--- src/rtl/dcache_line_mover_pkg.sv ---
// Shared constants, FSM state encoding and address helper for the dcache line mover.
package dcache_line_mover_pkg;

    localparam int LINE_WORDS = 16;
    localparam int OFFSET_W   = 4;
    localparam int INDEX_W    = 8;
    localparam int TAG_W      = 18;
    localparam int RAM_ADDR_W = INDEX_W + OFFSET_W;
    localparam int WORD_W     = 32;
    localparam int FIFO_W     = WORD_W + 1;

    typedef enum logic [2:0] {
        ST_IDLE    = 3'd0,
        ST_WB_ADDR = 3'd1,
        ST_WB_DATA = 3'd2,
        ST_WB_RESP = 3'd3,
        ST_RF_ADDR = 3'd4,
        ST_RF_DATA = 3'd5,
        ST_DONE    = 3'd6
    } state_t;

    // Byte address of the first word of a line: {tag, index, word offset, byte offset}
    function automatic logic [WORD_W-1:0] burst_addr(input logic [TAG_W-1:0]   tag,
                                                     input logic [INDEX_W-1:0] index);
        return {tag, index, 6'b0};
    endfunction

endpackage

--- src/rtl/dcache_line_mover_wb_fifo.sv ---
// Two-entry FIFO decoupling SRAM read data from the writeback burst handshake.
module dcache_line_mover_wb_fifo
    import dcache_line_mover_pkg::*;
#(
    parameter int WIDTH = FIFO_W
) (
    input  logic             clk,
    input  logic             rst,
    input  logic             push,
    input  logic [WIDTH-1:0] push_data,
    input  logic             pop,
    output logic [WIDTH-1:0] head,
    output logic [1:0]       count
);

    logic [WIDTH-1:0] mem [2];
    logic             wr_idx;
    logic             rd_idx;

    // Pointers and occupancy; the caller never pushes when full or pops when empty
    always_ff @(posedge clk or posedge rst) begin
        if (rst) begin
            wr_idx <= 1'b0;
            rd_idx <= 1'b0;
            count  <= 2'd0;
        end else begin
            if (push) wr_idx <= ~wr_idx;
            if (pop)  rd_idx <= ~rd_idx;
            count <= count + {1'b0, push} - {1'b0, pop};
        end
    end

    // Storage is data only and needs no reset
    always_ff @(posedge clk) begin
        if (push) mem[wr_idx] <= push_data;
    end

    assign head = mem[rd_idx];

endmodule

--- src/rtl/dcache_line_mover.sv ---
// Refill/writeback engine between the dcache miss FSM, the 2-way data SRAM and the burst bus.
module dcache_line_mover
    import dcache_line_mover_pkg::*;
(
    input  logic                  clk,
    input  logic                  rst,
    input  logic                  req_valid,
    output logic                  req_ready,
    input  logic                  req_way,
    input  logic [INDEX_W-1:0]    req_index,
    input  logic                  req_dirty,
    input  logic [TAG_W-1:0]      req_victim_tag,
    input  logic [TAG_W-1:0]      req_refill_tag,
    output logic                  done_valid,
    output logic                  done_err,
    output logic [RAM_ADDR_W-1:0] ram_addr,
    output logic [1:0]            ram_en,
    output logic [7:0]            ram_wen,
    output logic [WORD_W-1:0]     ram_data0_w,
    output logic [WORD_W-1:0]     ram_data1_w,
    input  logic [WORD_W-1:0]     ram_data0_o,
    input  logic [WORD_W-1:0]     ram_data1_o,
    output logic                  wr_req,
    output logic [WORD_W-1:0]     wr_addr,
    input  logic                  wr_ack,
    output logic [WORD_W-1:0]     wr_data,
    output logic                  wr_data_valid,
    output logic                  wr_data_last,
    input  logic                  wr_data_ready,
    input  logic                  wr_resp,
    output logic                  rd_req,
    output logic [WORD_W-1:0]     rd_addr,
    input  logic                  rd_ack,
    input  logic [WORD_W-1:0]     rd_data,
    input  logic                  rd_data_valid,
    input  logic                  rd_data_last
);

    state_t               state_q, state_d;
    logic                 way_q;
    logic [INDEX_W-1:0]   index_q;
    logic [TAG_W-1:0]     victim_tag_q;
    logic [TAG_W-1:0]     refill_tag_q;
    logic [OFFSET_W:0]    rd_cnt_q;
    logic                 inflight_q;
    logic                 inflight_last_q;
    logic [OFFSET_W-1:0]  wr_ptr_q;
    logic                 err_q;

    logic                 accept;
    logic                 rd_issue;
    logic                 fifo_pop;
    logic                 rf_write;
    logic                 rf_err;
    logic [1:0]           way_sel;
    logic [FIFO_W-1:0]    fifo_head;
    logic [FIFO_W-1:0]    fifo_push_data;
    logic [1:0]           fifo_count;

    assign accept  = req_valid && req_ready;
    assign way_sel = way_q ? 2'b10 : 2'b01;

    // The read issued last cycle returns now; tag it with its last-word marker
    assign fifo_push_data = {inflight_last_q, (way_q ? ram_data1_o : ram_data0_o)};

    dcache_line_mover_wb_fifo #(
        .WIDTH(FIFO_W)
    ) u_wb_fifo (
        .clk      (clk),
        .rst      (rst),
        .push     (inflight_q),
        .push_data(fifo_push_data),
        .pop      (fifo_pop),
        .head     (fifo_head),
        .count    (fifo_count)
    );

    // Control state: FSM, word counters, read-in-flight tracking, framing error flag
    always_ff @(posedge clk or posedge rst) begin
        if (rst) begin
            state_q         <= ST_IDLE;
            way_q           <= 1'b0;
            rd_cnt_q        <= '0;
            inflight_q      <= 1'b0;
            inflight_last_q <= 1'b0;
            wr_ptr_q        <= '0;
            err_q           <= 1'b0;
        end else begin
            state_q         <= state_d;
            inflight_q      <= rd_issue;
            inflight_last_q <= rd_issue && (rd_cnt_q[OFFSET_W-1:0] == 4'hF);
            if (accept) begin
                way_q    <= req_way;
                rd_cnt_q <= '0;
                wr_ptr_q <= '0;
                err_q    <= 1'b0;
            end
            if (rd_issue) rd_cnt_q <= rd_cnt_q + 5'd1;
            if (rf_write) wr_ptr_q <= wr_ptr_q + 4'd1;
            if (rf_err)   err_q    <= 1'b1;
        end
    end

    // Request fields are plain data: captured on accept, never reset
    always_ff @(posedge clk) begin
        if (accept) begin
            index_q      <= req_index;
            victim_tag_q <= req_victim_tag;
            refill_tag_q <= req_refill_tag;
        end
    end

    // Next state and all outputs; everything idles at 0 outside its own state
    always_comb begin
        state_d       = state_q;
        req_ready     = 1'b0;
        done_valid    = 1'b0;
        done_err      = 1'b0;
        ram_addr      = '0;
        ram_en        = 2'b00;
        ram_wen       = 8'h00;
        ram_data0_w   = '0;
        ram_data1_w   = '0;
        wr_req        = 1'b0;
        wr_addr       = '0;
        wr_data       = '0;
        wr_data_valid = 1'b0;
        wr_data_last  = 1'b0;
        rd_req        = 1'b0;
        rd_addr       = '0;
        rd_issue      = 1'b0;
        fifo_pop      = 1'b0;
        rf_write      = 1'b0;
        rf_err        = 1'b0;
        case (state_q)
            ST_IDLE: begin
                req_ready = 1'b1;
                if (req_valid) state_d = req_dirty ? ST_WB_ADDR : ST_RF_ADDR;
            end
            ST_WB_ADDR: begin
                wr_req  = 1'b1;
                wr_addr = burst_addr(victim_tag_q, index_q);
                if (wr_ack) state_d = ST_WB_DATA;
            end
            ST_WB_DATA: begin
                // Reads in flight plus buffered words never exceed the two FIFO slots
                rd_issue = (rd_cnt_q < 5'(LINE_WORDS)) &&
                           ((fifo_count + {1'b0, inflight_q}) < 2'd2);
                if (rd_issue) begin
                    ram_en   = way_sel;
                    ram_addr = {index_q, rd_cnt_q[OFFSET_W-1:0]};
                end
                wr_data_valid = (fifo_count != 2'd0);
                if (wr_data_valid) begin
                    wr_data      = fifo_head[WORD_W-1:0];
                    wr_data_last = fifo_head[WORD_W];
                end
                fifo_pop = wr_data_valid && wr_data_ready;
                if (fifo_pop && fifo_head[WORD_W]) state_d = ST_WB_RESP;
            end
            ST_WB_RESP: begin
                if (wr_resp) state_d = ST_RF_ADDR;
            end
            ST_RF_ADDR: begin
                rd_req  = 1'b1;
                rd_addr = burst_addr(refill_tag_q, index_q);
                if (rd_ack) state_d = ST_RF_DATA;
            end
            ST_RF_DATA: begin
                if (rd_data_valid) begin
                    rf_write = 1'b1;
                    ram_en   = way_sel;
                    ram_addr = {index_q, wr_ptr_q};
                    if (way_q) begin
                        ram_wen     = 8'hF0;
                        ram_data1_w = rd_data;
                    end else begin
                        ram_wen     = 8'h0F;
                        ram_data0_w = rd_data;
                    end
                    // Finish on the first last marker or after word 15, whichever comes first
                    if (rd_data_last || (wr_ptr_q == 4'hF)) begin
                        state_d = ST_DONE;
                        rf_err  = !(rd_data_last && (wr_ptr_q == 4'hF));
                    end
                end
            end
            ST_DONE: begin
                done_valid = 1'b1;
                done_err   = err_q;
                state_d    = ST_IDLE;
            end
            default: state_d = ST_IDLE;
        endcase
    end

endmodule
--- config.mk ---
export PLATFORM = sky130hd
export DESIGN_NAME = dcache_line_mover
export DESIGN_NICKNAME = d
export VERILOG_FILES = /design/src/rtl/dcache_line_mover_pkg.sv /design/src/rtl/dcache_line_mover_wb_fifo.sv /design/src/rtl/dcache_line_mover.sv
export SDC_FILE = /design/constraint.sdc
export NUM_CORES = 1
export LEC_CHECK = 0
export CORE_ASPECT_RATIO = 0.5
export CORE_UTILIZATION = 40
export CTS_BUF_LIST = sky130_fd_sc_hd__clkbuf_4
export DETAILED_ROUTE_END_ITERATION = 7
export PLACE_DENSITY_LB_ADDON = 0.25
export SLEW_MARGIN = 10
export SYNTH_ARGS = -nofsm -noshare
export SYNTH_HDL_FRONTEND = slang
export SYNTH_HIERARCHICAL = 1
export SYNTH_SLANG_ARGS = --single-unit
--- constraint.sdc ---
create_clock -name clk -period 3.2 [get_ports clk]
set_input_delay 0.64 -clock clk [delete_from_list [all_inputs] [get_ports clk]]
set_output_delay 0.64 -clock clk [all_outputs]
set_load 0.01 [all_outputs]
==> results.md, run 1 <==
* Hold slack at 0.353 ns
* Worst EP arrival at 2.52 ns
* CTS tree: yes
* Longest Clk Path Bufs at 2
* Headroom to the max-slew limit at 32.1%
* CTS clk-pin slew, worst paths at 0.11 ns
* Worst path cell trace: clkdlybuf4s50_1, and4b_4, and3_1, clkdlybuf4s50_1
* Syn_area_per_cell at 13.3 um2
* P&R area growth vs syn at 56.6%
* Hold_buf cts at 0
* Top FF cell, synth: edfxtp_1
* Root buffer cell: clkbuf_4
* Placer Congestion at 0.776
* Sequential fraction of the synthesis area at 57.3%
* Number of failing setup endpoints in the final timing report at 0
* Post-route ant nets at 0
* Setup CP Type: in -> out
* Clock Sinks at 130
* Share of layout cells above drive strength 1 at 16.1%
* FMAX at 0.316 GHz
* Synth async-reset ratio at 15.4%
* Routed vias at 4970
* Final wirelength at 17300 um
* Leading area contributor after synthesis: edfxtp_1
* CP Max Fanout at 41
* Final TNS setup at 0 ns
* Clock Skews at 0.0209 ns
* Worst-Skew Late Latency at 0.50 ns
* Die Y at 93.1 um
* Pin count of the biggest net entering global routing at 47
* GRT Total Usage at 20.2%
* CP Launch Type: input pin
* Worst Max-Slew Pin Slew at 1.02 ns
* Unrepaired setup endpoints after global routing: yes
* CP peak stage delay at 0.56 ns
* Max Slew Vio Count at 0
* I/O pin total at 340
* 1st-pass router iterations at 4
* Post-synth EDFFs at 110
* Synth top area share at 49.8%
* DRC at 0
* Status: completed
* Top cells by area, synth: edfxtp_1, and2_1, dfrtp_1
* Number of global-route vias before repair at 5146
* DP HPWL at 12700 um
* Fin crit share at 98.9%
* CP max stage cell: clkdlybuf4s50_1
* P_leak at 0.00408 uW
* Final hold vios at 0
* Gr ovfl total at 0
* Starting density of the core at 42.0%
* Top cell by count, worst path: clkdlybuf4s50_1
* Max rail drop VDD at 0.321 mV
* Count leader, synth: and2_1
* Hold/Removal Path Class: in -> async
* Post-synth cell types at 48
* Ys Warns at 6
* Final min period at 3.16 ns
* Setup crit end kind: output pin
* H-tree depth at 4
* Initial antenna violation count at 0
* Synth top cells by count: and2_1, edfxtp_1, mux2_2, and3_1, mux2_4
* Worst slack at placement at 0.0161 ns
* Iter 0 DRT Violations at 171
* Core Area at 15800 um2
* Die ar. at 17100 um2
* Synth Cell Area at 6640 um2
* Worst path required time at 2.56 ns
* Diodes inserted at 0
* Via-to-Cell Ratio at 4.69
* Port bufs at 327
* Maxcap violations at 0
* Die width at 184 um
* Seq cells post-synth at 130
* Num rows at 32
* Routed length per instance at 16.4 um
* P per Cell Area at 603 nW/um2
* # nets final at 981
* First-pass GRT wire length at 26300 um
* CTS buffer count at 17
* Power Total at 6260 uW
* Setup WS post-layout at 0.0350 ns
* Synth Instances at 498
[logic make-up after synthesis]
group | after synthesis | share of synthesized area, %
and+or+nand+nor | 210 | 19.8
DFF | 130 | 57.3
muxes | 68 | 13.1
buffers and inverters | 58 | 5.77
AOI/OAI and AO/OA | 22 | 2.26
adders and majority gates | 5 | 0.943
xor gates and xnor gates | 4 | 0.754
other | 1 | 0.0565
[registers in the layout, indices dropped and copies added, names as in the netlist]
register / cells
inflight_last_q: 1
rd_cnt_q: 5
wr_ptr_q: 4
way_q: 1
u_wb_fifo/wr_idx: 1
u_wb_fifo/rd_idx: 1
state_q: 3
u_wb_fifo/count: 2
err_q: 1
u_wb_fifo/mem: 66
inflight_q: 1
victim_tag_q: 18
index_q: 8
refill_tag_q: 18
[layout make-up]
cell class / count / area, um2
Inverter: 11 / 43.8
Multi-Input combinational cell: 321 / 2520
Clock buffer: 17 / 128
Tap cell: 221 / 277
Fill cell: 1214 / 5420
Timing Repair Buffer: 344 / 3460
Clock inverter: 15 / 158
Sequential cell: 130 / 3810
[placed cells by master, fill, tap and decap left out, types with 3 or more instances in the layout]
| cell | instances |
|---|---|
| a21oi_1 | 3 |
| dfrtp_2 | 4 |
| o21ai_0 | 6 |
| xor2_1 | 3 |
| buf_4 | 12 |
| mux2_4 | 29 |
| clkbuf_4 | 17 |
| clkdlybuf4s50_1 | 322 |
| a22o_1 | 5 |
| dlymetal6s2s_1 | 5 |
| conb_1 | 12 |
| and2_1 | 128 |
| clkinv_4 | 3 |
| edfxtp_1 | 110 |
| and3_1 | 33 |
| inv_6 | 4 |
| dfrtp_1 | 15 |
| clkinvlp_4 | 3 |
| buf_12 | 3 |
| ha_1 | 5 |
| nand3_1 | 11 |
| nand2_1 | 11 |
| nor2_1 | 6 |
| inv_1 | 9 |
| mux2_2 | 37 |
[timing repair]
item                                    in CTS  in global routing
endpoints found under the setup margin      12                 94
hold endpoints to repair                     0                  0
resized for setup                            3                 11
buffers inserted                             0                  3
pin swaps                                    0                  2
[power breakdown]
part / switching [uW] / total, uW / internal, uW
Sequential: 253 / 2460 / 2200
Combinational: 1160 / 2690 / 1530
Clock: 646 / 1120 / 471
[layer usage]
metal	track usage [%]	up-vias	routed length, um
met1	23.4	2408	7100
met2	36.0	170	8910
met4	5.69	0	168
met3	6.50	12	1160
li1	-	2380	-
met5	0	-	0
[final timing paths]
| path | slack [ns] | end | startpoint | depth (start not counted) |
|---|---|---|---|---|
| worst min-delay path | 0.35 | u_wb_fifo/count[1] | rst | 2 |
| worst max register to register | 1.10 | wr_ptr_q[2] | state_q[0] | 8 |
| max in group asynchronous | 2.18 | way_q | rst | 2 |
| worst min register to register | 0.47 | u_wb_fifo/mem[1][32] | inflight_last_q | 0 |
| min in group clk | 0.47 | u_wb_fifo/mem[1][32] | inflight_last_q | 0 |
| worst max-delay path | 0.04 | ram_data1_w[25] | rd_data_valid | 4 |
[worst max-delay path, delay by kind of cell]
| family | cells | cell delay [ns] |
|---|---|---|
| buf+inv | 2 | 1.09 |
| simple gates | 2 | 0.79 |
[per-stage QoR]
stage | cell area (um2) | cells | util [%]
2_1_floorplan | 6680 | 509 | -
3_3_place_gp | 10000 | 1024 | 63.5
3_5_place_dp | 10000 | 1024 | 63.5
4_1_cts | 10300 | 1056 | 65.4
5_1_grt | 10400 | 1059 | 65.7
6_report | 10400 | 1059 | 65.7
Power figures use the tool's default switching activity.
==> inputs of run 2 (changes only) <==
CORE_MARGIN = 4   (was not set)
GPL_TIMING_DRIVEN = 0   (was not set)
==> results.md, run 2 (synthesized netlist as in run 1, its figures left out) <==
* Via-to-Cell Ratio at 4.64 (-1.2%)
* Buffers plus inverters on the worst setup path at 4 (+2)
* Unrepaired setup endpoints after global routing: no
* Routed vias at 5095 (+2.5%)
* Wire length on met2 at 9800 um (+10%)
* CP max stage cell: clkdlybuf4s50_1
* Pin count of the biggest net entering global routing at 48 (+2.1%)
* Longest Clk Path Bufs at 2 (unchanged)
* Power Total at 6440 uW (+2.9%)
* Worst-Skew Late Latency at 0.49 ns (about the same)
* Gr ovfl total at 0 (unchanged)
* CTS clk-pin slew, worst paths at 0.11 ns (about the same)
* Fin crit share at 94.7% (-4.2 points)
* Clock Sinks at 130 (unchanged)
* Most common cell after layout, fill and taps aside: clkdlybuf4s50_1
* Setup crit end kind: output pin
* Post-route ant nets at 0 (unchanged)
* Largest registers: u_wb_fifo/mem (66), refill_tag_q (18), victim_tag_q (18)
* Worst path required time at 2.56 ns (about the same)
* Hold/Removal Path Class: in -> async
* Core Area at 15800 um2 (unchanged)
* Top Layer Used: met4
* Number of failing setup endpoints in the final timing report at 0 (unchanged)
* FMAX at 0.330 GHz (+4.4%)
* Placer Congestion at 0.856 (+10%)
* First-pass GRT wire length at 29000 um (+11%)
* H-tree depth at 4 (unchanged)
* P&R area growth vs syn at 60.9%
* Headroom to the max-slew limit at 32.6% (+0.55 points)
* Port bufs at 327 (unchanged)
* Worst Max-Slew Pin Slew at 1.01 ns (-0.00760 ns)
* Final wirelength at 19300 um (+11%)
* Met3 WL post-DR at 1420 um (+23%)
* Max Slew Vio Count at 0 (unchanged)
* Clock Skews at 0.0237 ns (+0.00277 ns)
* Max rail drop VDD at 0.360 mV (+12%)
* Placed insts at 1058 (+3.3%)
* Maxcap violations at 0 (unchanged)
* Number of global-route vias before repair at 5272 (+2.4%)
* CTS buffer count at 17 (unchanged)
* Largest Register: u_wb_fifo/mem
* Num rows at 32 (unchanged)
* 1st-pass router iterations at 4 (unchanged)
* Die Y at 99.1 um (+6.4%)
* Root buffer cell: clkbuf_4
* Max FFs per register at 66 (unchanged)
* Most frequent cells in the layout: clkdlybuf4s50_1, and2_1, edfxtp_1
* Top cell by count, worst path: buf_4
* Die width at 190 um (+3.3%)
* Crit path max-delay family: buffers and inverters
* P_leak at 0.00422 uW (+3.3%)
* Initial antenna violation count at 0 (unchanged)
* Hold slack at 0.361 ns (+0.00828 ns)
* Filler cell count at 1190 (-2.0%)
* # nets final at 1021 (+4.1%)
* CTS tree: yes
* CP Max Fanout at 10 (-76%)
* Final hold vios at 0 (unchanged)
* Iter 0 DRT Violations at 174 (+1.8%)
* Worst path cell trace: buf_4, and4b_4, buf_4, and2_4, buf_4, clkdlybuf4s50_1
* Final min period at 3.03 ns (-0.133 ns)
* Non-Filler Instances at 1099 (+3.8%)
* Worst slack at placement at -0.178 ns (-0.194 ns)
* DRC at 0 (unchanged)
* Starting density of the core at 42.0% (unchanged)
* Status: completed
* Routed length per instance at 17.5 um (+7.2%)
* DRT met1 WL at 7810 um (+10%)
* CP peak stage delay at 0.52 ns (-0.04 ns)
* Setup CP Type: reg -> out
* Diodes inserted at 0 (unchanged)
* DP HPWL at 14900 um (+18%)
* Die ar. at 18800 um2 (+9.9%)
* Worst reg2reg setup slack at 0.90 ns (-0.20 ns)
* Setup WS post-layout at 0.169 ns (+0.133 ns)
* Share of layout cells above drive strength 1 at 19.7% (+3.6 points)
* Worst EP arrival at 2.39 ns (-0.13 ns)
* P per Cell Area at 603 nW/um2 (+0.13%)
* CP Launch Type: flip-flop
* I/O pin total at 340 (unchanged)
* GRT Total Usage at 19.7% (-0.46 points)
-- run 2: final cells by class --
class,instances,area [um2],share of cell area (%)
multi-input cells,321,2540,23.8
inverters,11,43.8,0.410
repair buffers,339,3400,31.8
well taps,221,277,2.59
plain buffers,45,352,3.29
clock inverters,14,130,1.22
flip-flops and latches,130,3810,35.7
clock buffers,18,135,1.27
-- run 2: power by group --
| part | switching, uW | total [uW] | internal, uW |
|---|---|---|---|
| combinational | 1360 | 3040 | 1690 |
| sequential | 141 | 2340 | 2200 |
| clock | 652 | 1060 | 406 |
-- run 2: worst register-to-register path, cell delays in order (launching register included) --
cell     delay (ns)
dfrtp_2        0.47
buf_4          0.15
nor3_2         0.19
nand2_2        0.18
inv_2          0.77
nor2_1         0.15
o21ai_0        0.20
o21ai_1        0.08
-- run 2: metal layers --
metal / global-route usage (%) / up-vias
li1: - / 2472
met1: 24.0 / 2416
met2: 34.6 / 183
met3: 5.94 / 24
met4: 5.18 / 0
met5: 0 / -
-- run 2: final timing paths --
kind / from / end / depth (start not counted)
hold reg to reg: inflight_last_q / u_wb_fifo/mem[0][32] / 0
setup / recovery: state_q[1] / ram_wen[7] / 6
min in group clk: inflight_last_q / u_wb_fifo/mem[0][32] / 0
max in group asynchronous: rst / state_q[2] / 2
setup reg to reg: state_q[0] / wr_ptr_q[2] / 7
hold / removal: rst / u_wb_fifo/count[0] / 2
-- run 2: timing repair --
action,CTS,global route
resized for setup,13,13
hold buffers,0,0
pin swaps,2,1
endpoints found under the hold margin,0,0
endpoints found under the setup margin,122,70
setup buffers,5,6
-- run 2: stage by stage --
stage | util, % | TNS [ns] | area (um2)
after floorplan | - | 0 | 6680
after global placement | 64.7 | -3.95 | 10200
after detailed placement | 64.9 | -3.88 | 10300
after CTS | 67.1 | 0 | 10600
after global routing | 67.5 | 0 | 10700
final | 67.5 | 0 | 10700
==> inputs of run 3 (changes only) <==
GPL_TIMING_DRIVEN = not set   (was 0)
==> results.md, run 3 (synthesized netlist as in run 1, its figures left out) <==
* Status: completed
* CTS tree: yes
* Num rows at 32 (unchanged)
* Area taken by multi-input logic gates at 2520 um2 (-0.79%)
* P per Cell Area at 614 nW/um2 (+1.7%)
* Die Y at 99.1 um (unchanged)
* Most frequent cells in the layout: clkdlybuf4s50_1, and2_1, edfxtp_1
* Maxcap violations at 0 (unchanged)
* Placed insts at 1023 (-3.3%)
* H-tree depth at 4 (unchanged)
* Initial antenna violation count at 1 (+1)
* Pin count of the biggest net entering global routing at 37 (-23%)
* Max Slew Vio Count at 0 (unchanged)
* Worst-Skew Late Latency at 0.50 ns (about the same)
* Register area at 3810 um2 (about the same)
* Clock Sinks at 130 (unchanged)
* Core Area at 15800 um2 (unchanged)
* DP HPWL at 13500 um (-9.3%)
* Worst EP arrival at 2.44 ns (+0.05 ns)
* Routed vias at 4909 (-3.7%)
* Gr ovfl total at 0 (unchanged)
* Setup crit end kind: output pin
* Final hold vios at 0 (unchanged)
* I/O pin total at 340 (unchanged)
* Largest registers: u_wb_fifo/mem (66), refill_tag_q (18), victim_tag_q (18)
* Iter 0 DRT Violations at 184 (+5.7%)
* Root buffer cell: clkbuf_4
* Die ar. at 18800 um2 (unchanged)
* FMAX at 0.325 GHz (-1.6%)
* First-pass GRT wire length at 27600 um (-4.9%)
* Setup CP Type: reg -> out
* Worst Max-Slew Pin Slew at 1.02 ns (+0.0117 ns)
* Post-route ant nets at 0 (unchanged)
* Via-to-Cell Ratio at 4.61 (-0.48%)
* Most common cell after layout, fill and taps aside: clkdlybuf4s50_1
* Non-Filler Instances at 1064 (-3.2%)
* Die width at 190 um (unchanged)
* CP Launch Type: flip-flop
* Starting density of the core at 42.0% (unchanged)
* Headroom to the max-slew limit at 31.8% (-0.82 points)
* CP Max Fanout at 25 (+15)
* Worst R2R Start: state_q[1]
* Filler cell count at 1203 (+1.1%)
* Clock Skews at 0.0129 ns (-0.0108 ns)
* Placer Congestion at 0.863 (+0.85%)
* Final wirelength at 18100 um (-5.9%)
* Largest Register: u_wb_fifo/mem
* Share of layout cells above drive strength 1 at 16.5% (-3.2 points)
* CTS clk-pin slew, worst paths at 0.11 ns (about the same)
* Number of failing setup endpoints in the final timing report at 0 (unchanged)
* Number of global-route vias before repair at 5097 (-3.3%)
* Final min period at 3.08 ns (+0.0489 ns)
* Longest Clk Path Bufs at 2 (unchanged)
* Crit path launch: state_q[1]
* Hold/Removal Path Class: in -> async
* Util after Layout at 66.3% (-1.2 points)
* P&R area growth vs syn at 58.1%
* CTS buffer count at 17 (unchanged)
* Diodes inserted at 0 (unchanged)
* # nets final at 986 (-3.4%)
* 1st-pass router iterations at 4 (unchanged)
* Max rail drop VDD at 0.348 mV (-3.3%)
* Port bufs at 327 (unchanged)
* Worst path required time at 2.56 ns (about the same)
* GRT Total Usage at 18.7% (-1.1 points)
* Routed length per instance at 17.1 um (-2.8%)
* Fin crit share at 96.3% (+1.5 points)
* DRC at 0 (unchanged)
* Max FFs per register at 66 (unchanged)
* P_leak at 0.00405 uW (-3.9%)
-- run 3: changes by cell type in the layout (fill, tap and decap cells not counted), moves of 3 or more --
cell,previous run,this run
buf_2,6,0
buf_4,32,16
bufinv_16,1,4
clkbuf_2,5,0
clkbuf_1,3,0
buf_6,4,0
-- run 3: cell type report --
| type | count | share of cell area [%] |
|---|---|---|
| flip-flops and latches | 130 | 36.3 |
| repair buffers | 349 | 33.5 |
| multi-input cells | 321 | 24.0 |
| well taps | 221 | 2.64 |
| clock inverters | 13 | 1.75 |
| clock buffers | 19 | 1.36 |
| inverters | 11 | 0.418 |
-- run 3: worst max-delay path, stage by stage (launching register included) --
cell and delay (ns):
dfrtp_2 0.48, buf_4 0.15, and4b_4 0.41, buf_12 0.17, and3_1 0.17, clkdlybuf4s50_1 0.56
-- run 3: power by group --
part	total (uW)	switching [uW]	internal, uW
clock network	1250	613	638
logic	2780	1210	1570
registers	2410	212	2200
-- run 3: what timing repair did --
item / in CTS / in global routing
pin swaps: 0 / 1
setup buffers: 2 / 7
endpoints found under the setup margin: 28 / 18
hold buffers: 0 / 0
endpoints found under the hold margin: 0 / 0
resized for setup: 4 / 2
-- run 3: final timing paths --
kind	endpoint	slack, ns	cells after the start
worst min register to register	u_wb_fifo/mem[0][32]	0.48	0
min in group clk	u_wb_fifo/mem[0][32]	0.48	0
worst max register to register	u_wb_fifo/count[1]	1.14	9
worst max-delay path	ram_data1_w[13]	0.12	5
max in group asynchronous	way_q	2.20	2
worst min-delay path	u_wb_fifo/wr_idx	0.35	2
-- run 3: metal layers --
layer,vias to the layer above,global-route usage [%],wire length [um]
li1,2392,-,-
met1,2315,21.9,7190
met2,181,32.5,9190
met3,19,7.43,1570
met4,2,4.36,182
met5,-,0,13
-- run 3: per-stage QoR --
step	instance area [um2]	total power [uW]	hold slack (ns)	TNS [ns]	setup slack, ns
finish	10500	6440	0.354	0	0.120
detailed placement	10100	5170	0.457	0	0.133
CTS	10400	6480	0.303	0	0.0470
global placement	10100	5130	0.433	0	0.199
global route	10500	6830	0.327	-0.00652	-0.00652
floorplan	6680	4000	0.406	0	0.852
